`src/rtl/axil_ic_pkg.sv`:
```
// rtl/axil_ic_pkg.sv - shared types, widths and helpers for the AXI-Lite interconnect arbiters
package axil_ic_pkg;

  localparam int AXI_PROT_W    = 3;
  localparam int AXI_QOS_W     = 4;
  // Widest request vector the index helper can encode.
  localparam int ARB_MAX_PORTS = 64;

  typedef enum logic [0:0] {
    ARB_IDLE = 1'b0,
    ARB_FULL = 1'b1
  } arb_state_t;

  // One-hot to binary index; OR-ing the indices of set bits is exact for one-hot input
  // and collapses to a small OR tree in hardware.
  function automatic logic [5:0] onehot_to_idx(input logic [ARB_MAX_PORTS-1:0] oh);
    logic [5:0] idx;
    idx = '0;
    for (int i = 0; i < ARB_MAX_PORTS; i++) begin
      if (oh[i]) idx = idx | 6'(i);
    end
    return idx;
  endfunction

endpackage

```
`src/rtl/axil_rr_arbiter.sv`:
```
// rtl/axil_rr_arbiter.sv - combinational round-robin arbiter (masked/unmasked double priority encode)
module axil_rr_arbiter
  import axil_ic_pkg::*;
#(
  parameter  int N    = 16,
  localparam int ID_W = $clog2(N)
) (
  input  logic [N-1:0]    req,
  input  logic [ID_W-1:0] ptr,
  output logic [N-1:0]    gnt,
  output logic [ID_W-1:0] gnt_idx
);

  logic [N-1:0] upper_mask;
  logic [N-1:0] req_masked;
  logic [N-1:0] gnt_masked;
  logic [N-1:0] gnt_unmasked;

  // Keep only requesters at or above the pointer; lowest set bit of each vector wins.
  always_comb begin
    upper_mask = '0;
    for (int i = 0; i < N; i++) begin
      upper_mask[i] = (i >= int'(ptr));
    end
    req_masked   = req & upper_mask;
    gnt_masked   = req_masked & (~req_masked + N'(1));
    gnt_unmasked = req & (~req + N'(1));
    gnt          = (|req_masked) ? gnt_masked : gnt_unmasked;
    gnt_idx      = ID_W'(onehot_to_idx(ARB_MAX_PORTS'(gnt)));
  end

endmodule

```
`src/rtl/axil_aw_arbiter_rr.sv`:
```
// rtl/axil_aw_arbiter_rr.sv - round-robin AXI-Lite AW arbiter with one-entry output register (optional AW_ARB_QOS_EN)
module axil_aw_arbiter_rr
  import axil_ic_pkg::*;
#(
  parameter  int ADDR_WIDTH  = 32,
  parameter  int NUM_MASTERS = 16,
  localparam int ID_WIDTH    = $clog2(NUM_MASTERS)
) (
  input  logic                              m_axi_aclk_i,
  input  logic                              m_axi_aresetn_i,
  input  logic [ADDR_WIDTH*NUM_MASTERS-1:0] m_axi_awaddr_i,
  input  logic [AXI_PROT_W*NUM_MASTERS-1:0] m_axi_awprot_i,
  input  logic [NUM_MASTERS-1:0]            m_axi_awvalid_i,
  output logic [NUM_MASTERS-1:0]            m_axi_awready_o,
  output logic [ADDR_WIDTH-1:0]             s_axi_awaddr_o,
  output logic [AXI_PROT_W-1:0]             s_axi_awprot_o,
  output logic                              s_axi_awvalid_o,
  input  logic                              s_axi_awready_i,
  output logic [NUM_MASTERS-1:0]            Master_ID_Selected_o,
  output logic [ID_WIDTH-1:0]               master_id_o
`ifdef AW_ARB_QOS_EN
  ,
  input  logic [AXI_QOS_W*NUM_MASTERS-1:0]  m_axi_awqos_i
`endif
);

  arb_state_t                 state_q;
  arb_state_t                 state_d;
  logic [ID_WIDTH-1:0]        ptr_q;
  logic [ID_WIDTH-1:0]        ptr_next;
  logic [NUM_MASTERS-1:0]     req_eff;
  logic [NUM_MASTERS-1:0]     gnt;
  logic [ID_WIDTH-1:0]        gnt_idx;
  logic                       can_accept;
  logic                       take;

`ifdef AW_ARB_QOS_EN
  logic [AXI_QOS_W-1:0] qos_max;

  // Restrict the candidate set to requesters carrying the highest QoS value.
  always_comb begin
    qos_max = '0;
    for (int k = 0; k < NUM_MASTERS; k++) begin
      if (m_axi_awvalid_i[k] && (m_axi_awqos_i[k*AXI_QOS_W +: AXI_QOS_W] > qos_max)) begin
        qos_max = m_axi_awqos_i[k*AXI_QOS_W +: AXI_QOS_W];
      end
    end
    req_eff = '0;
    for (int k = 0; k < NUM_MASTERS; k++) begin
      req_eff[k] = m_axi_awvalid_i[k] && (m_axi_awqos_i[k*AXI_QOS_W +: AXI_QOS_W] == qos_max);
    end
  end
`else
  assign req_eff = m_axi_awvalid_i;
`endif

  axil_rr_arbiter #(
    .N (NUM_MASTERS)
  ) u_rr (
    .req     (req_eff),
    .ptr     (ptr_q),
    .gnt     (gnt),
    .gnt_idx (gnt_idx)
  );

  // Entry can take a new beat when empty, or when the held beat leaves this cycle.
  always_comb begin
    state_d    = state_q;
    can_accept = 1'b0;
    case (state_q)
      ARB_IDLE: can_accept = 1'b1;
      ARB_FULL: can_accept = s_axi_awready_i;
      default:  can_accept = 1'b0;
    endcase
    take = can_accept && (|req_eff);
    if (take) begin
      state_d = ARB_FULL;
    end else if ((state_q == ARB_FULL) && s_axi_awready_i) begin
      state_d = ARB_IDLE;
    end
  end

  // Gate with reset so no master sees a handshake while the block is held in reset.
  assign m_axi_awready_o = gnt & {NUM_MASTERS{take && m_axi_aresetn_i}};
  assign s_axi_awvalid_o = (state_q == ARB_FULL);
  assign ptr_next        = (gnt_idx == ID_WIDTH'(NUM_MASTERS - 1)) ? '0 : gnt_idx + ID_WIDTH'(1);

  // State register.
  always_ff @(posedge m_axi_aclk_i or negedge m_axi_aresetn_i) begin
    if (!m_axi_aresetn_i) begin
      state_q <= ARB_IDLE;
    end else begin
      state_q <= state_d;
    end
  end

  // Capture the winner's beat and ID, and advance the pointer past it, on every master handshake.
  always_ff @(posedge m_axi_aclk_i or negedge m_axi_aresetn_i) begin
    if (!m_axi_aresetn_i) begin
      s_axi_awaddr_o       <= '0;
      s_axi_awprot_o       <= '0;
      Master_ID_Selected_o <= '0;
      master_id_o          <= '0;
      ptr_q                <= '0;
    end else if (take) begin
      s_axi_awaddr_o       <= m_axi_awaddr_i[gnt_idx*ADDR_WIDTH +: ADDR_WIDTH];
      s_axi_awprot_o       <= m_axi_awprot_i[gnt_idx*AXI_PROT_W +: AXI_PROT_W];
      Master_ID_Selected_o <= gnt;
      master_id_o          <= gnt_idx;
      ptr_q                <= ptr_next;
    end
  end

endmodule
```
`config.mk`:
```
export PLATFORM = sky130hd
export DESIGN_NAME = axil_aw_arbiter_rr
export DESIGN_NICKNAME = d
export VERILOG_FILES = /design/src/rtl/axil_ic_pkg.sv /design/src/rtl/axil_rr_arbiter.sv /design/src/rtl/axil_aw_arbiter_rr.sv
export SDC_FILE = /design/constraint.sdc
export NUM_CORES = 1
export LEC_CHECK = 0
export CAP_MARGIN = 10
export CORE_AREA = 2 2 253 255
export CTS_BUF_LIST = sky130_fd_sc_hd__clkbuf_4 sky130_fd_sc_hd__clkbuf_8
export DETAILED_ROUTE_END_ITERATION = 6
export DIE_AREA = 0 0 255 257
export PLACE_DENSITY_LB_ADDON = 0.25
export REMOVE_ABC_BUFFERS = 1
export SLEW_MARGIN = 15
export SYNTH_ARGS = -nofsm -noshare
export SYNTH_HDL_FRONTEND = slang
export SYNTH_SLANG_ARGS = --single-unit
```
`constraint.sdc`:
```
create_clock -name m_axi_aclk_i -period 5.3 [get_ports m_axi_aclk_i]
set_input_delay 0.795 -clock m_axi_aclk_i [delete_from_list [all_inputs] [get_ports m_axi_aclk_i]]
set_output_delay 0.795 -clock m_axi_aclk_i [all_outputs]
set_load 0.02 [all_outputs]
```
Word level (Yosys, flattened, before mapping)
Index checks and enable logic that the tools add are counted.

ROM bits: 0. Bits in registers: 60. Memories: 0. Output and inout port bits: 72. Memory bits (writable): 0. Bits of input ports: 579. Word-level logic and storage cells: 61. Bits in latches: 0.

Equality and inequality tests: 1. Shift operators: 2. Div/mod/pow operators: 0. $lt $le $gt $ge: 15. Bitwise operators: 7. Add/sub/neg operators: 3. Reductions and logical operators: 6. $mul: 1. Muxes and demuxes: 20.

Operators with widths (number): 512-bit by 10-bit indexed part select with 32-bit output (1); 16-bit bitwise AND (4); 48-bit by 7-bit indexed part select with 3-bit output (1); 4-bit 2-to-1 mux (9); 16-bit by 1-bit adder with 16-bit output, second input constant (2); 16-bit inverter (2); 16-bit OR reduction (2); 4-bit >= comparator, first input constant (7); 3-bit by 4-bit >= comparator with 1-bit output, first input constant (4); 16-bit 2-to-1 mux (1); 3-bit 2-to-1 mux (4); 1-bit by 4-bit >= comparator with 1-bit output, first input constant (2); 2-bit by 4-bit >= comparator with 1-bit output, first input constant (2); 4-bit by 2-bit multiplier with 6-bit output, second input constant (1); 4-bit by 1-bit adder with 4-bit output, second input constant (1); 4-bit equality test, second input constant (1); 2-bit 2-to-1 mux (2); 1-bit logical AND (3); 1-bit 2-to-1 mux (3); 1-bit case mux with 2 select lines (1); 2-bit nonzero test (1); 1-bit inverter (1).

Depth between registers and ports, before layout
Gate-level depths: netlist of the first run.

Depth after elaboration: 23. Mapped depth: 17. Mapped depth without buffers: 12.

By module
Synthesis of the first run repeated with hierarchy kept, for this count alone.

Cell total of the unflattened synthesis: 624. Area, all modules: 7507.2 µm².

Modules (own cells, without submodules): axil_aw_arbiter_rr (area an instance 6701.4 µm², cells each 499, instances 1, sequential area each 1501.4 µm²); axil_rr_arbiter (area an instance 805.8 µm², cells each 125, instances 1, sequential area each 0.0 µm²).

Least setup slack after synthesis of the first run
Ideal clock, no wire load.

Kind: input to register. Start point: in m_axi_awvalid_i[2]. End point: reg s_axi_awaddr_o[0]. Required time: 5218 ps. Buffers on the path: 3. Path slack: 1589 ps. Arrival: 3629 ps. Setup time: 82 ps. Cell stages on the path: 14. Cell sequence: or4_4 > or2_1 > nor2_1 > nand3_1 > a2111o_1 > and4bb_4 > and3_4 > buf_6 > or3b_1 > buf_2 > buf_6 > a21oi_2 > nor4_1 > a31oi_1.

Longest elaborated chain between the ends: 20. Elaborated cells on any way between the ends: 27. Those cells by class: add/sub: 2; shift: 1; mux: 16; bitwise: 5; reduce/logical: 3.

RTL lines: start: declaration (line axil_aw_arbiter_rr.sv:13) `input logic [NUM_MASTERS-1:0] m_axi_awvalid_i,`; 16-bit bitwise AND (line axil_rr_arbiter.sv:25) `req_masked = req & upper_mask;`; 16-bit inverter (line axil_rr_arbiter.sv:26) `gnt_masked = req_masked & (~req_masked + N'(1));`; 16-bit by 1-bit adder with 16-bit output (line axil_rr_arbiter.sv:26); 16-bit bitwise AND (line axil_rr_arbiter.sv:26); 16-bit 2-to-1 mux (line axil_rr_arbiter.sv:28) `gnt = (|req_masked) ? gnt_masked : gnt_unmasked;`; 2-bit 2-to-1 mux (2 in a row) (line axil_ic_pkg.sv:20) `if (oh[i]) idx = idx | 6'(i);`; 3-bit 2-to-1 mux (4 in a row) (line axil_ic_pkg.sv:20); 4-bit 2-to-1 mux (8 in a row) (line axil_ic_pkg.sv:20); 512-bit by 10-bit indexed part select with 32-bit output (line axil_aw_arbiter_rr.sv:106) `s_axi_awaddr_o <= m_axi_awaddr_i[gnt_idx*ADDR_WIDTH +: ADDR_WIDTH];`; end signal: assignment (line axil_aw_arbiter_rr.sv:106); end: declaration (line axil_aw_arbiter_rr.sv:15) `output logic [ADDR_WIDTH-1:0] s_axi_awaddr_o,`.

Several ways; a longest one is shown, not always the timed one. A chain may end at the register's enable or synchronous reset.

Worst setup path after layout of the first run
Start point: in m_axi_awvalid_i[1]. End point: out m_axi_awready_o[4].

Longest elaborated chain between the ends: 6. Elaborated cells on any way between the ends: 13. Those cells by class: add/sub: 2; mux: 1; bitwise: 6; reduce/logical: 4.

RTL lines: 16-bit bitwise AND (line axil_rr_arbiter.sv:25); 16-bit inverter (line axil_rr_arbiter.sv:26); 16-bit by 1-bit adder with 16-bit output (line axil_rr_arbiter.sv:26); 16-bit bitwise AND (line axil_rr_arbiter.sv:26); 16-bit 2-to-1 mux (line axil_rr_arbiter.sv:28); 16-bit bitwise AND (*) (line axil_aw_arbiter_rr.sv:84) `assign m_axi_awready_o = gnt & {NUM_MASTERS{take && m_axi_aresetn_i}};`; end: declaration (line axil_aw_arbiter_rr.sv:14) `output logic [NUM_MASTERS-1:0] m_axi_awready_o,`.

Mark *: on every way between the ends. The rest lies on a longest branch, timed or not.

==> report_table.html, run 1 <==
<table>
<tr><th>Metric</th><th>Value</th></tr>
<tr><th colspan="2">Drt</th></tr>
<tr><td>DRT iter0 DRCs</td><td>727</td></tr>
<tr><td>Routed WL</td><td>59,390 um</td></tr>
<tr><td>Via Count</td><td>12.30k</td></tr>
<tr><td>Post-DR vias/cell</td><td>4.354</td></tr>
<tr><td>Initial DRT Pass Iterations</td><td>5</td></tr>
<tr><td>DRT antenna net count</td><td>0</td></tr>
<tr><td>Final routed DRC violation total</td><td>0</td></tr>
<tr><td>Avg WL per Cell</td><td>21.02 um</td></tr>
<tr><th colspan="2">Floorplan</th></tr>
<tr><td>Total core area</td><td>62,740 sq um</td></tr>
<tr><td>Initial cell density of the core</td><td>0.1233</td></tr>
<tr><td>Area of the die</td><td>65,540 sq um</td></tr>
<tr><td>Horizontal die dimension</td><td>255 um</td></tr>
<tr><td>Overall die height</td><td>257 um</td></tr>
<tr><td>Num rows</td><td>92</td></tr>
<tr><td>I/O pin count</td><td>651</td></tr>
<tr><th colspan="2">Global routing</th></tr>
<tr><td>Global-route usage over all layers</td><td>0.1745</td></tr>
<tr><td>First-pass GRT wire length</td><td>83,510 um</td></tr>
<tr><td>Number of antenna violations at the first check in global routing</td><td>10</td></tr>
<tr><td>Via count of the first global-routing pass</td><td>12.65k</td></tr>
<tr><td>Largest net degree at the start of global routing</td><td>121</td></tr>
<tr><td>Total gr overflow</td><td>0</td></tr>
<tr><th colspan="2">Power</th></tr>
<tr><td>Power per standard cell area</td><td>452.2 nW/um^2</td></tr>
<tr><td>NetSw</td><td>0.004076 W</td></tr>
<tr><td>Combinational share of power</td><td>0.819</td></tr>
<tr><td>Switching portion of total power</td><td>0.5802</td></tr>
<tr><td>Internal Power</td><td>0.002949 W</td></tr>
<tr><td>Static leakage</td><td>5.954 nW</td></tr>
<tr><td>Relative contribution of sequential cells to total power</td><td>0.114</td></tr>
<tr><td>Clk network pwr share</td><td>0.067</td></tr>
<tr><td>VDD IR max</td><td>0.0004295 V</td></tr>
<tr><th colspan="2">Yosys</th></tr>
<tr><td>Post-synthesis cell count</td><td>1,379</td></tr>
<tr><td>Share of synthesized area occupied by flip-flops and latches</td><td>0.1941</td></tr>
<tr><td>Asr flop ratio synth</td><td>1.000</td></tr>
<tr><td>Main combinational cell family by area after synthesis</td><td>simple AND/OR/NAND/NOR gates</td></tr>
<tr><td>Xor and xnor area share after synthesis</td><td>0.001133</td></tr>
<tr><td>Synthesized area per cell</td><td>5.608 sq um</td></tr>
<tr><td>Count of flip-flops with a built-in enable after synthesis</td><td>0</td></tr>
<tr><td>Number of library cell types mapped by synthesis</td><td>58</td></tr>
<tr><td>Total standard cell area after synthesis</td><td>7734 sq um</td></tr>
<tr><td>Yosys warning total</td><td>0</td></tr>
<tr><td>Number of flip-flops and latches in the synthesized netlist</td><td>60</td></tr>
<tr><td>Proportion of synthesized area in mux cells</td><td>0.02136</td></tr>
<tr><td>Flip-flop cell with the highest count after synthesis</td><td>sky130_fd_sc_hd__dfrtp_1</td></tr>
<tr><td>Synthesized-area fraction occupied by adder cells</td><td>0.001618</td></tr>
<tr><td>Compound-cell area share of the yosys netlist</td><td>0.2323</td></tr>
<tr><td>Share of synthesized cell area in and, or, nand and nor gates</td><td>0.4818</td></tr>
<tr><th colspan="2">CTS</th></tr>
<tr><td>Clk slew on worst S/H paths</td><td>0.09 ns</td></tr>
<tr><td>Clock Sink Count</td><td>60</td></tr>
<tr><td>Post-CTS Setup Repair Bufs</td><td>0</td></tr>
<tr><td>H-tree levels</td><td>3</td></tr>
<tr><td>Max Root-Sink Buffers</td><td>2</td></tr>
<tr><td>CTS tree</td><td>built</td></tr>
<tr><td>Clock latency on the worst-skew pair</td><td>0.42 ns</td></tr>
<tr><td>CTS resizes</td><td>0</td></tr>
<tr><td>TritonCTS buffer count</td><td>9</td></tr>
<tr><td>Root buffer cell</td><td>sky130_fd_sc_hd__clkbuf_8</td></tr>
<tr><td>Hold-fix buffer count after cts</td><td>0</td></tr>
<tr><th colspan="2">Critical path</th></tr>
<tr><td>CP Data Arrival Time</td><td>4.01 ns</td></tr>
<tr><td>Crit path largest cell delay</td><td>0.60 ns</td></tr>
<tr><td>Kind of launch point of the worst setup path</td><td>input pin</td></tr>
<tr><td>Cell count of the worst reg-to-reg path</td><td>12</td></tr>
<tr><td>Critical path class</td><td>input pin to primary output</td></tr>
<tr><td>Kind of end point of the critical path</td><td>primary output</td></tr>
<tr><td>Worst r2r dst</td><td>s_axi_awaddr_o[10]</td></tr>
<tr><td>Crit path max-delay cell type</td><td>sky130_fd_sc_hd__or4_4</td></tr>
<tr><td>Maximum fanout along the worst path</td><td>40</td></tr>
<tr><td>Worst endpoint required time</td><td>4.51 ns</td></tr>
<tr><td>Critical Path, Cell by Cell</td><td>clkdlybuf4s50_1, or4_4, nor3_2, nand2_1, nor3_1, inv_1, and2_4, buf_4, and3_1, clkdlybuf4s50_1</td></tr>
<tr><td>R2R setup slack</td><td>0.87 ns</td></tr>
<tr><td>Crit-path most repeated cell</td><td>sky130_fd_sc_hd__clkdlybuf4s50_1</td></tr>
<tr><td>Worst R2R Start</td><td>ptr_q[3]</td></tr>
<tr><th colspan="2">Timing</th></tr>
<tr><td>Final critical path time including I/O delays and setup</td><td>4.810 ns</td></tr>
<tr><td>Final Slew Violations</td><td>0</td></tr>
<tr><td>Worst hold margin</td><td>0.3055 ns</td></tr>
<tr><td>Tcrit/Tclk final</td><td>0.9075</td></tr>
<tr><td>Rel. slew slack</td><td>0.3087</td></tr>
<tr><td>Worst Clk Skew</td><td>0.01523 ns</td></tr>
<tr><td>Slew at the pin closest to its max-slew limit</td><td>1.037 ns</td></tr>
<tr><td>Max Freq</td><td>0.2079 GHz</td></tr>
<tr><td>Number of setup violations in the final report</td><td>0</td></tr>
<tr><td>Hold violation total from the final report</td><td>0</td></tr>
<tr><td>RSZ-0062 raised after global routing</td><td>false</td></tr>
<tr><th colspan="2">Finish</th></tr>
<tr><td>Net count, final</td><td>2,550</td></tr>
<tr><td>Final std cell area, no fill</td><td>15,530 sq um</td></tr>
<tr><td>Area Growth Syn to Fin</td><td>100.9%</td></tr>
<tr><td>Post-Layout Cell Count</td><td>2,825</td></tr>
<tr><td>Fraction of layout instances using a drive strength above 1</td><td>0.05418</td></tr>
<tr><td>Post-layout utilization of the core</td><td>0.2476</td></tr>
<tr><th colspan="2">Placed design</th></tr>
<tr><td>Port Buffers</td><td>650</td></tr>
<tr><td>Placed instance area</td><td>15,340 sq um</td></tr>
<tr><td>Post-detailed-placement half-perimeter wirelength</td><td>46,810 um</td></tr>
<tr><td>Post-Place Cells</td><td>2,805</td></tr>
<tr><td>Final Wtd Congestion</td><td>0.8857</td></tr>
<tr><th colspan="2">Worst hold path</th></tr>
<tr><td>Hold WC Path Type</td><td>input pin to asynchronous set/reset pin</td></tr>
<tr><th colspan="2">Run status</th></tr>
<tr><td>Run status</td><td>finished clean</td></tr>
<tr><th colspan="2">Flow run</th></tr>
<tr><td>Max-cap violations</td><td>0</td></tr>
</table>
power groups by stage:
| stage | combinational [W] | sequential [W] | clock (W) |
|---|---|---|---|
| after floorplan | 0.00285 | 0.000978 | 0 |
| after global placement | 0.00581 | 0.000813 | 0 |
| after detailed placement | 0.00581 | 0.000814 | 0 |
| after CTS | 0.00583 | 0.000806 | 0.000513 |
| after global routing | 0.00633 | 0.000831 | 0.000520 |
| final | 0.00575 | 0.000802 | 0.000472 |
metal layers:
metal / share of wire / global-route usage
met4: 0.029 / 0.05994
met3: 0.084 / 0.04754
met2: 0.49 / 0.3046
met5: 0.0010 / 0
met1: 0.40 / 0.2033
area by class of cell:
cell class                      count  area (sq um)
Clock buffer                       10         137.6
Fill cell                        6991         47200
Tap cell                          846          1059
Timing Repair Buffer              693          6989
Inverter                           10         45.04
Multi-Input combinational cell   1196          5747
Sequential cell                    60          1501
Clock inverter                      6         46.29
Antenna cell                        4         10.01
logic make-up after synthesis:
kind of cell	after synthesis
AO/OA/AOI/OAI	304
buffers and inverters	123
multiplexers	16
flip-flops	60
adder cells (fa/ha/maj)	1
XOR/XNOR	1
AND/OR/NAND/NOR	874
placed cells by master (no fill, tap or decap), drive strengths merged, types with 5 or more instances in the layout:
| cell type | netlist | layout |
|---|---|---|
| o21ai | 27 | 27 |
| o22ai | 5 | 5 |
| dfrtp | 60 | 60 |
| a31oi | 36 | 36 |
| and2 | 9 | 9 |
| mux2i | 12 | 12 |
| nor2 | 60 | 60 |
| buf | 39 | 44 |
| a21oi | 207 | 207 |
| inv | 10 | 13 |
| clkbuf | 74 | 10 |
| and3 | 6 | 6 |
| nand2 | 579 | 579 |
| nand3 | 145 | 145 |
| nor3 | 9 | 9 |
| nor4 | 37 | 37 |
| clkdlybuf4s50 | 0 | 649 |
cells in the mapped netlist (4+ instances only):
cell type,instances,area share
sky130_fd_sc_hd__nand2_1,579,0.28
sky130_fd_sc_hd__o22ai_1,5,0.0040
sky130_fd_sc_hd__and2_1,9,0.0073
sky130_fd_sc_hd__a31oi_1,36,0.029
sky130_fd_sc_hd__buf_2,22,0.014
sky130_fd_sc_hd__a21oi_2,30,0.034
sky130_fd_sc_hd__and3_1,5,0.0040
sky130_fd_sc_hd__dfrtp_1,60,0.19
sky130_fd_sc_hd__inv_1,8,0.0039
sky130_fd_sc_hd__buf_1,12,0.0058
sky130_fd_sc_hd__nand3b_1,4,0.0039
sky130_fd_sc_hd__nor4_1,37,0.030
sky130_fd_sc_hd__nand2b_1,4,0.0032
sky130_fd_sc_hd__o31ai_1,4,0.0039
sky130_fd_sc_hd__clkbuf_1,74,0.036
sky130_fd_sc_hd__o21ai_0,24,0.016
sky130_fd_sc_hd__nand4_1,4,0.0032
sky130_fd_sc_hd__nand3_1,145,0.094
sky130_fd_sc_hd__a21oi_1,177,0.11
sky130_fd_sc_hd__buf_6,4,0.0058
sky130_fd_sc_hd__nor2_1,60,0.029
sky130_fd_sc_hd__mux2i_1,12,0.016
sky130_fd_sc_hd__nor3_1,8,0.0052
sky130_fd_sc_hd__nor2b_1,4,0.0032
sequential cells by signal, summed over array words and instances (netlist names):
register and flops:
Master_ID_Selected_o 16, s_axi_awprot_o 3, s_axi_awaddr_o 32, ptr_q 4, master_id_o 4, s_axi_awvalid_o 1
worst max-delay path by stage:
stage / from / to / slack (ns) / depth (start not counted)
4_1_cts: m_axi_awvalid_i[1] / m_axi_awready_o[9] / 0.45 / 10
5_1_grt: m_axi_awvalid_i[1] / m_axi_awready_o[4] / 0.34 / 10
6_report: m_axi_awvalid_i[1] / m_axi_awready_o[4] / 0.49 / 10
3_5_place_dp: m_axi_awvalid_i[1] / s_axi_awaddr_o[10] / 0.23 / 13
3_3_place_gp: m_axi_awvalid_i[1] / s_axi_awaddr_o[10] / 0.20 / 13
2_1_floorplan: m_axi_awvalid_i[12] / ptr_q[2] / -6.34 / 11
critical path: cells and delay by family:
kind	cells	cell delay (ns)
simple gates	6	1.72
buf+inv	4	1.45
per-stage QoR:
step | worst slack [ns] | total power (W) | TNS, ns
2_1_floorplan | -6.344 | 0.003831 | -233.91
3_3_place_gp | 0.1999 | 0.006623 | 0
3_5_place_dp | 0.2285 | 0.006629 | 0
4_1_cts | 0.4504 | 0.007148 | 0
5_1_grt | 0.3351 | 0.007678 | 0
6_report | 0.4902 | 0.007025 | 0
(Power assumes the default switching activity.)
==> run 2: changes to the inputs <==
- CTS_CLUSTER_DIAMETER: not set -> 80
==> results of run 2 <==
Final layout, timing and power as in run 1 (identical DEF).
